File: config.mk
export PLATFORM = sky130hd
export DESIGN_NAME = operand_buffer
export DESIGN_NICKNAME = d
export VERILOG_FILES = /design/src/rtl/operand_buffer.sv
export SDC_FILE = /design/constraint.sdc
export NUM_CORES = 1
export LEC_CHECK = 0
export CAP_MARGIN = 25
export CORE_MARGIN = 1.5
export CORE_UTILIZATION = 58
export DETAILED_ROUTE_END_ITERATION = 16
export GPL_TIMING_DRIVEN = 0
export HOLD_SLACK_MARGIN = 0.1
export PLACE_DENSITY_LB_ADDON = 0.3
export SLEW_MARGIN = 20
export SYNTH_ARGS = -nofsm -noshare
export SYNTH_HDL_FRONTEND = slang
export SYNTH_SLANG_ARGS = --single-unit
File: constraint.sdc
create_clock -name clk -period 2.3 [get_ports clk]
set_input_delay 0.69 -clock clk [delete_from_list [all_inputs] [get_ports clk]]
set_output_delay 0.69 -clock clk [all_outputs]
set_load 0.01 [all_outputs]
File: src/rtl/operand_buffer.sv
// Double-banked operand store feeding a 2x2 systolic array with registered operands.
// Optional macro OPERAND_TRANSPOSE_EN adds a transpose input that remaps the b-side operands.
module operand_buffer #(
    parameter int DATA_W = 8
) (
    input  logic              clk,
    input  logic              rst,
    input  logic              load_en,
    input  logic [2:0]        mem_addr,
    input  logic [DATA_W-1:0] data_in,
    input  logic [1:0]        a0_sel,
    input  logic [1:0]        a1_sel,
    input  logic [1:0]        b0_sel,
    input  logic [1:0]        b1_sel,
`ifdef OPERAND_TRANSPOSE_EN
    input  logic              transpose,
`endif
    output logic [DATA_W-1:0] a0,
    output logic [DATA_W-1:0] a1,
    output logic [DATA_W-1:0] b0,
    output logic [DATA_W-1:0] b1,
    output logic              bank_valid,
    output logic              load_err
);

    logic [DATA_W-1:0] r_bank [2][8];
    logic              r_wrPtr;
    logic [7:0]        r_writeMask;

    logic              w_rdPtr;
    logic              w_commit;
    logic              w_complete;
    logic              w_transpose;
    logic [DATA_W-1:0] w_a0;
    logic [DATA_W-1:0] w_a1;
    logic [DATA_W-1:0] w_b0;
    logic [DATA_W-1:0] w_b1;

`ifdef OPERAND_TRANSPOSE_EN
    assign w_transpose = transpose;
`else
    assign w_transpose = 1'b0;
`endif

    assign w_rdPtr    = ~r_wrPtr;
    assign w_commit   = load_en && (mem_addr == 3'd7);
    // Address 7 counts as written by the commit write itself.
    assign w_complete = &(r_writeMask | 8'h80);

    function automatic logic [DATA_W-1:0] pick(input logic [1:0] sel,
                                               input logic [DATA_W-1:0] opt0,
                                               input logic [DATA_W-1:0] opt1);
        case (sel)
            2'd0:    return opt0;
            2'd1:    return opt1;
            default: return '0;
        endcase
    endfunction

    always_ff @(posedge clk) begin
        if (rst) begin
            for (int b = 0; b < 2; b++) begin
                for (int i = 0; i < 8; i++) begin
                    r_bank[b][i] <= '0;
                end
            end
            r_writeMask <= '0;
            r_wrPtr     <= 1'b0;
            bank_valid  <= 1'b0;
            load_err    <= 1'b0;
        end else if (load_en) begin
            r_bank[r_wrPtr][mem_addr] <= data_in;
            if (w_commit) begin
                r_writeMask <= '0;
                if (w_complete) begin
                    r_wrPtr    <= ~r_wrPtr;
                    bank_valid <= 1'b1;
                end else begin
                    load_err   <= 1'b1;
                end
            end else begin
                r_writeMask <= r_writeMask | (8'b1 << mem_addr);
            end
        end
    end

    // Read bank bytes: 0-3 weights w0..w3, 4-7 inputs x0..x3.
    always_comb begin
        w_a0 = '0;
        w_a1 = '0;
        w_b0 = '0;
        w_b1 = '0;
        if (bank_valid) begin
            w_a0 = pick(a0_sel, r_bank[w_rdPtr][0], r_bank[w_rdPtr][1]);
            w_a1 = pick(a1_sel, r_bank[w_rdPtr][2], r_bank[w_rdPtr][3]);
            if (w_transpose) begin
                w_b0 = pick(b0_sel, r_bank[w_rdPtr][4], r_bank[w_rdPtr][5]);
                w_b1 = pick(b1_sel, r_bank[w_rdPtr][6], r_bank[w_rdPtr][7]);
            end else begin
                w_b0 = pick(b0_sel, r_bank[w_rdPtr][4], r_bank[w_rdPtr][6]);
                w_b1 = pick(b1_sel, r_bank[w_rdPtr][5], r_bank[w_rdPtr][7]);
            end
        end
    end

    always_ff @(posedge clk) begin
        if (rst) begin
            a0 <= '0;
            a1 <= '0;
            b0 <= '0;
            b1 <= '0;
        end else begin
            a0 <= w_a0;
            a1 <= w_a1;
            b0 <= w_b0;
            b1 <= w_b1;
        end
    end

endmodule

# After elaboration in Yosys (flattened, before gate mapping)
# Memories as Yosys holds them, arrays and structs flattened.
# Index checks and enable logic that the tools add are counted.
word_totals:
  out_inout_bits: 34
  word_cells: 48
  register_bits: 43
  mem_count: 1
  in_bits: 22
  ram_bits: 128
mem_list:
  columns: ["name", "words", "width", "rd", "rd_ports_with_merged_regs", "wr", "line", "rtl"]
  rows:
  - ["r_bank", 2, 64, 1, 0, 2, "26", "logic [DATA_W-1:0] r_bank [2][8];"]
op_classes:
  eq_ne: 5
  n_reduce_logical: 11
  order_cmp: 2
  bitwise: 5
  shift: 1
  n_mux: 15
op_table:
  columns: ["op", "n"]
  rows:
  - ["$mux 64", 3]
  - ["$pmux 8 s2", 4]
  - ["$reduce_or 64->1", 1]
  - ["$demux 8 s3", 1]
  - ["$mux 8", 2]
  - ["$reduce_and 9->1", 1]
  - ["$eq 2x1->1 const B", 4]
  - ["$logic_not 2->1", 4]
  - ["$or 8x8->8", 1]
  - ["$shl 1x3->8 const A", 1]
  - ["$reduce_and 7->1", 1]
  - ["$mux 1", 5]
  - ["$ge 4x4->1 const B", 1]
  - ["$lt 4x1->1 const B", 1]
  - ["$not 3->4", 1]
  - ["$eq 3x3->1 const B", 1]
  - ["$not 1->1", 3]
  - ["$reduce_and 3->1", 1]
  - ["$logic_and 1x1->1", 2]
  - ["$reduce_or 2->1", 1]

# Longest topological paths before layout
# Gate-level depths: netlist (run 1).
depth:
  depth_word: 8
  ltp_mapped: 6
  mapped_depth_nobuf: 3

# Worst setup path after synthesis (run 1)
# Ideal clock, no wire load.
synth_path:
  kind: "in2reg"
  start: "input mem_addr[2]"
  end: "memory r_bank[1][56] in the netlist's numbering (enable)"
  arrival_ns: 1.677
  t_required_ns: 1.925
  setup_ns: 0.375
  slack_ns: 0.248
  stages: 3
  path_buffers: 1
  path_cell_list: "buf_1 > or2_2 > o21bai_1"
synth_rtl:
  columns: ["element", "line", "rtl"]
  rows:
  - ["start: declaration", "9", "input logic [2:0] mem_addr,"]
  - ["end: declaration", "26", null]

==> out/results.txt, run 1 <==
Status = complete, no violations
WL final = 14600 microns
Layout cells sized above 1 = 14.8%
Mean area per synthesized cell = 14.8 sq um
DR DRC count = 0
Final setup fails = 0
Cell variety after synth = 36
Max Slew Vio Count = 0
Number of synthesized flops with an enable pin = 128
Tcrit/Tclk final = 99.0%
Initial antenna violation count = 0
CP Data Arrival Time = 2.39 ns
Vias/cell = 5.80
Yosys reg bits = 170
Critical Path Source Type = input pin
GR Util All Layers = 24.8%
Clk pwr share = 39.9%
Starting Density = 59.7%
Synth Warn # = 0
H-tree depth = 4
Nature of the critical path endpoint = flip-flop
Worst skew pair latency = 0.43 ns
First-pass GRT wire length = 22400 microns
Global route overflow = 0
Internal = 0.00495 W
FF/Latch Area = 4680 sq um
Core ar. = 11500 sq um
Syn Nets = 485
Largest net degree at the start of global routing = 17
Pre-antenna DRT Iters = 5
Total power = 0.00624 W
RSZ-0062 raised after global routing = yes
Final GP Congestion = 0.825
VDD IR max = 0.543 mV
IO Port Bufs = 54
Die ar. = 12500 sq um
Commonest non-fill, non-tap cells in the layout = edfxtp_1 (128), and2_1 (82), clkdlybuf4s50_1 (54)
Max_cap viols = 0
Worst-Margin Slew = 0.594 ns
Dpl cells = 660
Fmax = 439 MHz
Final Hold Fails = 0
Multi-input logic area = 2140 sq um
Hold WS = 0.455 ns
FFs w/ async S/R, synth = 0%
Row cnt = 39
Share of the synthesized area in the top cell type = 56.1%
DRT iter0 DRCs = 342
WL per Instance = 21.2 microns
Net Switching = 0.00129 W
Die H = 112 microns
Post-route insts no fill = 691
Ant. Diodes = 0
Clock Tree Buf Depth = 2
Die width = 112 microns
Clock skew = 0.00718 ns
P per Cell Area = 764 nW/um^2
Syn Inst Count = 463
DRT antenna net count = 0
Vias in the first global route = 4023
Primary FF master, synth = edfxtp_1
Slew HR = 60.4%
Most common cell after layout, fill and taps aside = edfxtp_1
# clock sinks = 170
Placed wire-length estimate = 9460 microns
Lkg Pwr = 2.83 nW
Class of the worst hold path = flip-flop to flip-flop
CTS tree = yes
Fin crit period = 2.28 ns
Max FO, Critical Path = 10
I/O Pins = 56
Leading post-synthesis cells by cell area = edfxtp_1 (56%), dfxtp_1 (12%), and2_1 (7.8%)
Combinational fraction of design power = 5.2%
P&R area growth vs syn = 19.2%
Clock transition at the registers of the reported paths = 0.06 ns
Dominant cell type by area after synthesis = edfxtp_1
Fin nets = 557
Core Util, Final = 71.2%
Sequential share of the synthesized area = 68.4%
Setup CP Type = input pin to flip-flop
Root buf cell = clkbuf_16
Reg power frac = 55.0%
Sw frac = 20.7%
Critical path data required time = 2.41 ns
Fillers = 731
CTS Buf Count = 17
Synth Cell Area = 6850 sq um
DR vias = 4006
-- Yosys cell counts, types with 4 or more instances --
cell type,number
edfxtp_1,128
and2_1,85
mux2i_1,48
dfxtp_1,42
nor2_1,26
o22a_1,20
or2_2,14
clkbuf_1,9
o21bai_1,9
nor3b_1,8
nand2b_1,7
mux4_2,6
nand2_1,6
a21oi_1,5
buf_4,5
nand3_1,4
nor2_4,4
o21ai_0,4
o22ai_1,4
-- worst max-delay path, stage by stage --
cell and delay, ns:
clkdlybuf4s50_1 0.50, buf_2 0.23, nand2b_1 0.30, nor2_2 0.34, or2_2 0.33
-- cell families after synthesis --
kind of cell,Yosys count,synth area share [%]
buffers and inverters,22,1.64
AO/OA/AOI/OAI,46,4.99
AND/OR/NAND/NOR,168,15.0
multiplexers,57,9.92
flip-flops,170,68.4
-- flip-flops by register name (all words and copies together) (netlist names) --
name / flops
a0: 8
a1: 8
b0: 8
b1: 8
bank_valid: 1
load_err: 1
r_bank: 128
r_wrPtr: 1
r_writeMask: 7
-- routing by layer --
metal  GRT usage (%)  wire length, microns  share of wire, %  vias up
met5               0                     0                 0        -
met4            11.9                   316               2.2        0
met3            4.30                   869               5.9       24
met2            39.4                  7400                51      145
met1            33.5                  6050                41     1987
li1                -                     -                 -     1850
-- per-stage QoR --
step | worst slack [ns] | area, sq um | TNS, ns
3_5_place_dp | -0.760 | 7570 | -103.67
3_3_place_gp | -0.693 | 7570 | -88.56
5_1_grt | -0.0540 | 8170 | -0.821
2_1_floorplan | 0.248 | 6850 | 0
4_1_cts | -0.121 | 8120 | -2.83
6_report | 0.0224 | 8170 | 0
-- power by group through the flow --
stage	sequential, W	combinational [W]	clock, W
5_1_grt	0.00344	0.000347	0.00262
6_report	0.00343	0.000323	0.00249
3_3_place_gp	0.00349	0.000294	0
4_1_cts	0.00343	0.000315	0.00249
3_5_place_dp	0.00350	0.000305	0
2_1_floorplan	0.00348	0.000171	0
-- final timing paths --
path                                 end  cells past startpoint                  start  slack [ns]
max          r_bank[0][22]$_SDFFCE_PN0P_                      5            mem_addr[1]        0.02
min                load_err$_SDFFE_PP0P_                      2  load_err$_SDFFE_PP0P_        0.45
max reg2reg      r_bank[1][31]$_DFFE_PP_                      5   r_wrPtr$_SDFFE_PP0P_        0.20
min reg2reg        load_err$_SDFFE_PP0P_                      2  load_err$_SDFFE_PP0P_        0.45
-- layout make-up --
class | count | share of cell area, %
Tap cell | 143 | 2.19
Inverter | 2 | 0.0919
Buffer | 19 | 1.30
Sequential cell | 170 | 57.4
Clock inverter | 5 | 0.276
Timing Repair Buffer | 54 | 6.62
Multi-Input combinational cell | 271 | 26.2
Clock buffer | 27 | 5.91
-- what timing repair did --
action | 4_1_cts | 5_1_grt
pin swaps | 0 | 0
hold buffers | 0 | 0
buffers inserted | 0 | 0
gates resized for setup | 15 | 15
endpoints found under the setup margin | 92 | 164
Power figures use the tool's default switching activity.
==> run 2, diff against run 1 <==
==> constraint.sdc (replaced) <==
create_clock -name clk -period 2.3 [get_ports clk]
set_input_delay 0.69 -clock clk [delete_from_list [all_inputs] [get_ports clk]]
set_output_delay 0.69 -clock clk [all_outputs]
set_load 0.005 [all_outputs]
==> results of run 2 <==
Same layout as run 1 (identical final DEF). Status: complete, no violations.
==> run 3, diff against run 2 <==
--- a/config.mk
+++ b/config.mk
@@ -12,6 +12,7 @@
 export GPL_TIMING_DRIVEN = 0
 export HOLD_SLACK_MARGIN = 0.1
 export PLACE_DENSITY_LB_ADDON = 0.3
+export SETUP_SLACK_MARGIN = 0.4
 export SLEW_MARGIN = 20
 export SYNTH_ARGS = -nofsm -noshare
 export SYNTH_HDL_FRONTEND = slang
==> constraint.sdc (replaced) <==
create_clock -name clk -period 2.25 [get_ports clk]
set_input_delay 0.675 -clock clk [delete_from_list [all_inputs] [get_ports clk]]
set_output_delay 0.675 -clock clk [all_outputs]
set_load 0.005 [all_outputs]
==> out/results.txt, run 3 (synthesis gave the netlist of run 1 again) <==
Status = complete, no violations
Crit-path cells = buf_6 > or4b_4 > buf_12 > nor2_4 > or2_4
Tcrit/Tclk final = 80.6%
CTS tree = yes
Vias in the first global route = 4436
Lkg Pwr = 3.17 nW
Hold Buf Count CTS = 0
Critical path data required time = 2.37 ns
Max Slew Vio Count = 0
Nature of the critical path endpoint = flip-flop
Largest net degree at the start of global routing = 17
Final Hold Fails = 0
Layout cells sized above 1 = 20.2%
# clock sinks = 170
Setup CP Type = flip-flop to flip-flop
CTS Buf Count = 17
Fmax = 552 MHz
CP delay by family, top = simple AND/OR/NAND/NOR gates
Fin crit period = 1.81 ns
WL final = 16600 microns
FF/Latch Area = 4690 sq um
Ant. Diodes = 0
WL per Instance = 23.5 microns
Clock Tree Buf Depth = 2
H-tree depth = 4
Row cnt = 39
Worst skew pair latency = 0.42 ns
Root buf cell = clkbuf_16
Commonest non-fill, non-tap cells in the layout = edfxtp_1 (128), and2_1 (81), mux2i_1 (48)
DR DRC count = 0
Slew HR = 58.8%
Clock skew = 0.00883 ns
Pre-antenna DRT Iters = 5
P per Cell Area = 813 nW/um^2
Largest register FFs = 128
Top reg by flops = r_bank
Max FO, Critical Path = 8
I/O Pins = 56
CP max stage cell = or4b_4
Core Util, Final = 74.4%
Placed wire-length estimate = 9610 microns
Most common cell after layout, fill and taps aside = edfxtp_1
VDD IR max = 0.591 mV
RSZ-0062 raised after global routing = no
Worst-Margin Slew = 0.616 ns
Clock transition at the registers of the reported paths = 0.06 ns
Critical Path Source Type = flip-flop
Fin nets = 573
GR Util All Layers = 28.1%
DRT antenna net count = 0
First-pass GRT wire length = 25100 microns
Max_cap viols = 0
Initial antenna violation count = 0
Die ar. = 12500 sq um
Vias/cell = 6.03
Global route overflow = 0
Class of the worst hold path = flip-flop to flip-flop
Final GP Congestion = 0.854
Max incr delay on CP = 0.54 ns
DRT iter0 DRCs = 388
Multi-input logic area = 2250 sq um
DR vias = 4260
Core ar. = 11500 sq um
P&R area growth vs syn = 24.5%
Die H = 112 microns
Final setup fails = 0
Die width = 112 microns
Fillers = 665
CP Data Arrival Time = 1.93 ns
IO Port Bufs = 54
Starting Density = 59.7%
Hold WS = 0.472 ns
CP bufs+invs = 2
==> run 3: changes by cell type in the layout (fill, tap and decap cells not counted), sizes merged <==
| cell | before | now |
|---|---|---|
| clkinvlp | 0 | 3 |
| bufinv | 0 | 3 |
| buf | 10 | 29 |
| dlygate4sd2 | 0 | 35 |
| clkdlybuf4s50 | 54 | 16 |
| clkinv | 5 | 4 |
| clkbuf | 36 | 31 |
==> run 3: timing repair <==
action | in CTS | in global routing
gates resized for setup | 90 | 6
buffers inserted | 15 | 0
endpoints found under the setup margin | 317 | 99
pin swaps | 14 | 2
==> run 3: worst min-delay path, delay by kind of cell, from the launching register on <==
kind	cells	cell delay [ns]
compound gates	1	0.05
flops	1	0.32
buf+inv	1	0.06
==> run 3: report_power, final <==
group / switching [W] / leakage, nW / internal [W]
registers: 0.0000332 / 1.70 / 0.00348
logic: 0.000230 / 1.17 / 0.000157
clock network: 0.00117 / 0.295 / 0.00187
==> run 3: cell type report <==
cell class	count	area share [%]
Tap cell	143	2.10
Inverter	2	0.0880
Clock buffer	22	5.69
Multi-Input combinational cell	271	26.4
Buffer	20	1.47
Sequential cell	170	55.0
Timing Repair Buffer	69	7.70
Clock inverter	10	1.63
==> run 3: path summary, 6_finish.rpt <==
path / start / end / slack, ns / cells past startpoint
setup reg to reg: r_wrPtr$_SDFFE_PP0P_ / r_bank[0][46]$_SDFFCE_PN0P_ / 0.44 / 5
setup / recovery: r_wrPtr$_SDFFE_PP0P_ / r_bank[0][46]$_SDFFCE_PN0P_ / 0.44 / 5
hold / removal: load_err$_SDFFE_PP0P_ / load_err$_SDFFE_PP0P_ / 0.47 / 2
hold reg to reg: load_err$_SDFFE_PP0P_ / load_err$_SDFFE_PP0P_ / 0.47 / 2
==> run 3: stage by stage <==
step	setup TNS, ns	total power [W]	setup WS [ns]	instance area (sq um)	cells
floorplan	0	0.00374	0.217	6880	463
global placement	-96.92	0.00387	-0.737	7600	660
detailed placement	-110.20	0.00389	-0.855	7600	660
CTS	0	0.00691	0.431	8530	707
global route	0	0.00709	0.412	8530	707
finish	0	0.00694	0.437	8530	707
==> run 3: layer usage <==
metal	wire [microns]	part of all wire [%]	vias up	GRT usage [%]
met2	8490	51	219	46.7
met5	0	0	-	0
li1	-	-	1882	-
met3	1190	7.1	44	7.40
met1	6240	38	2115	34.4
met4	704	4.2	0	13.6
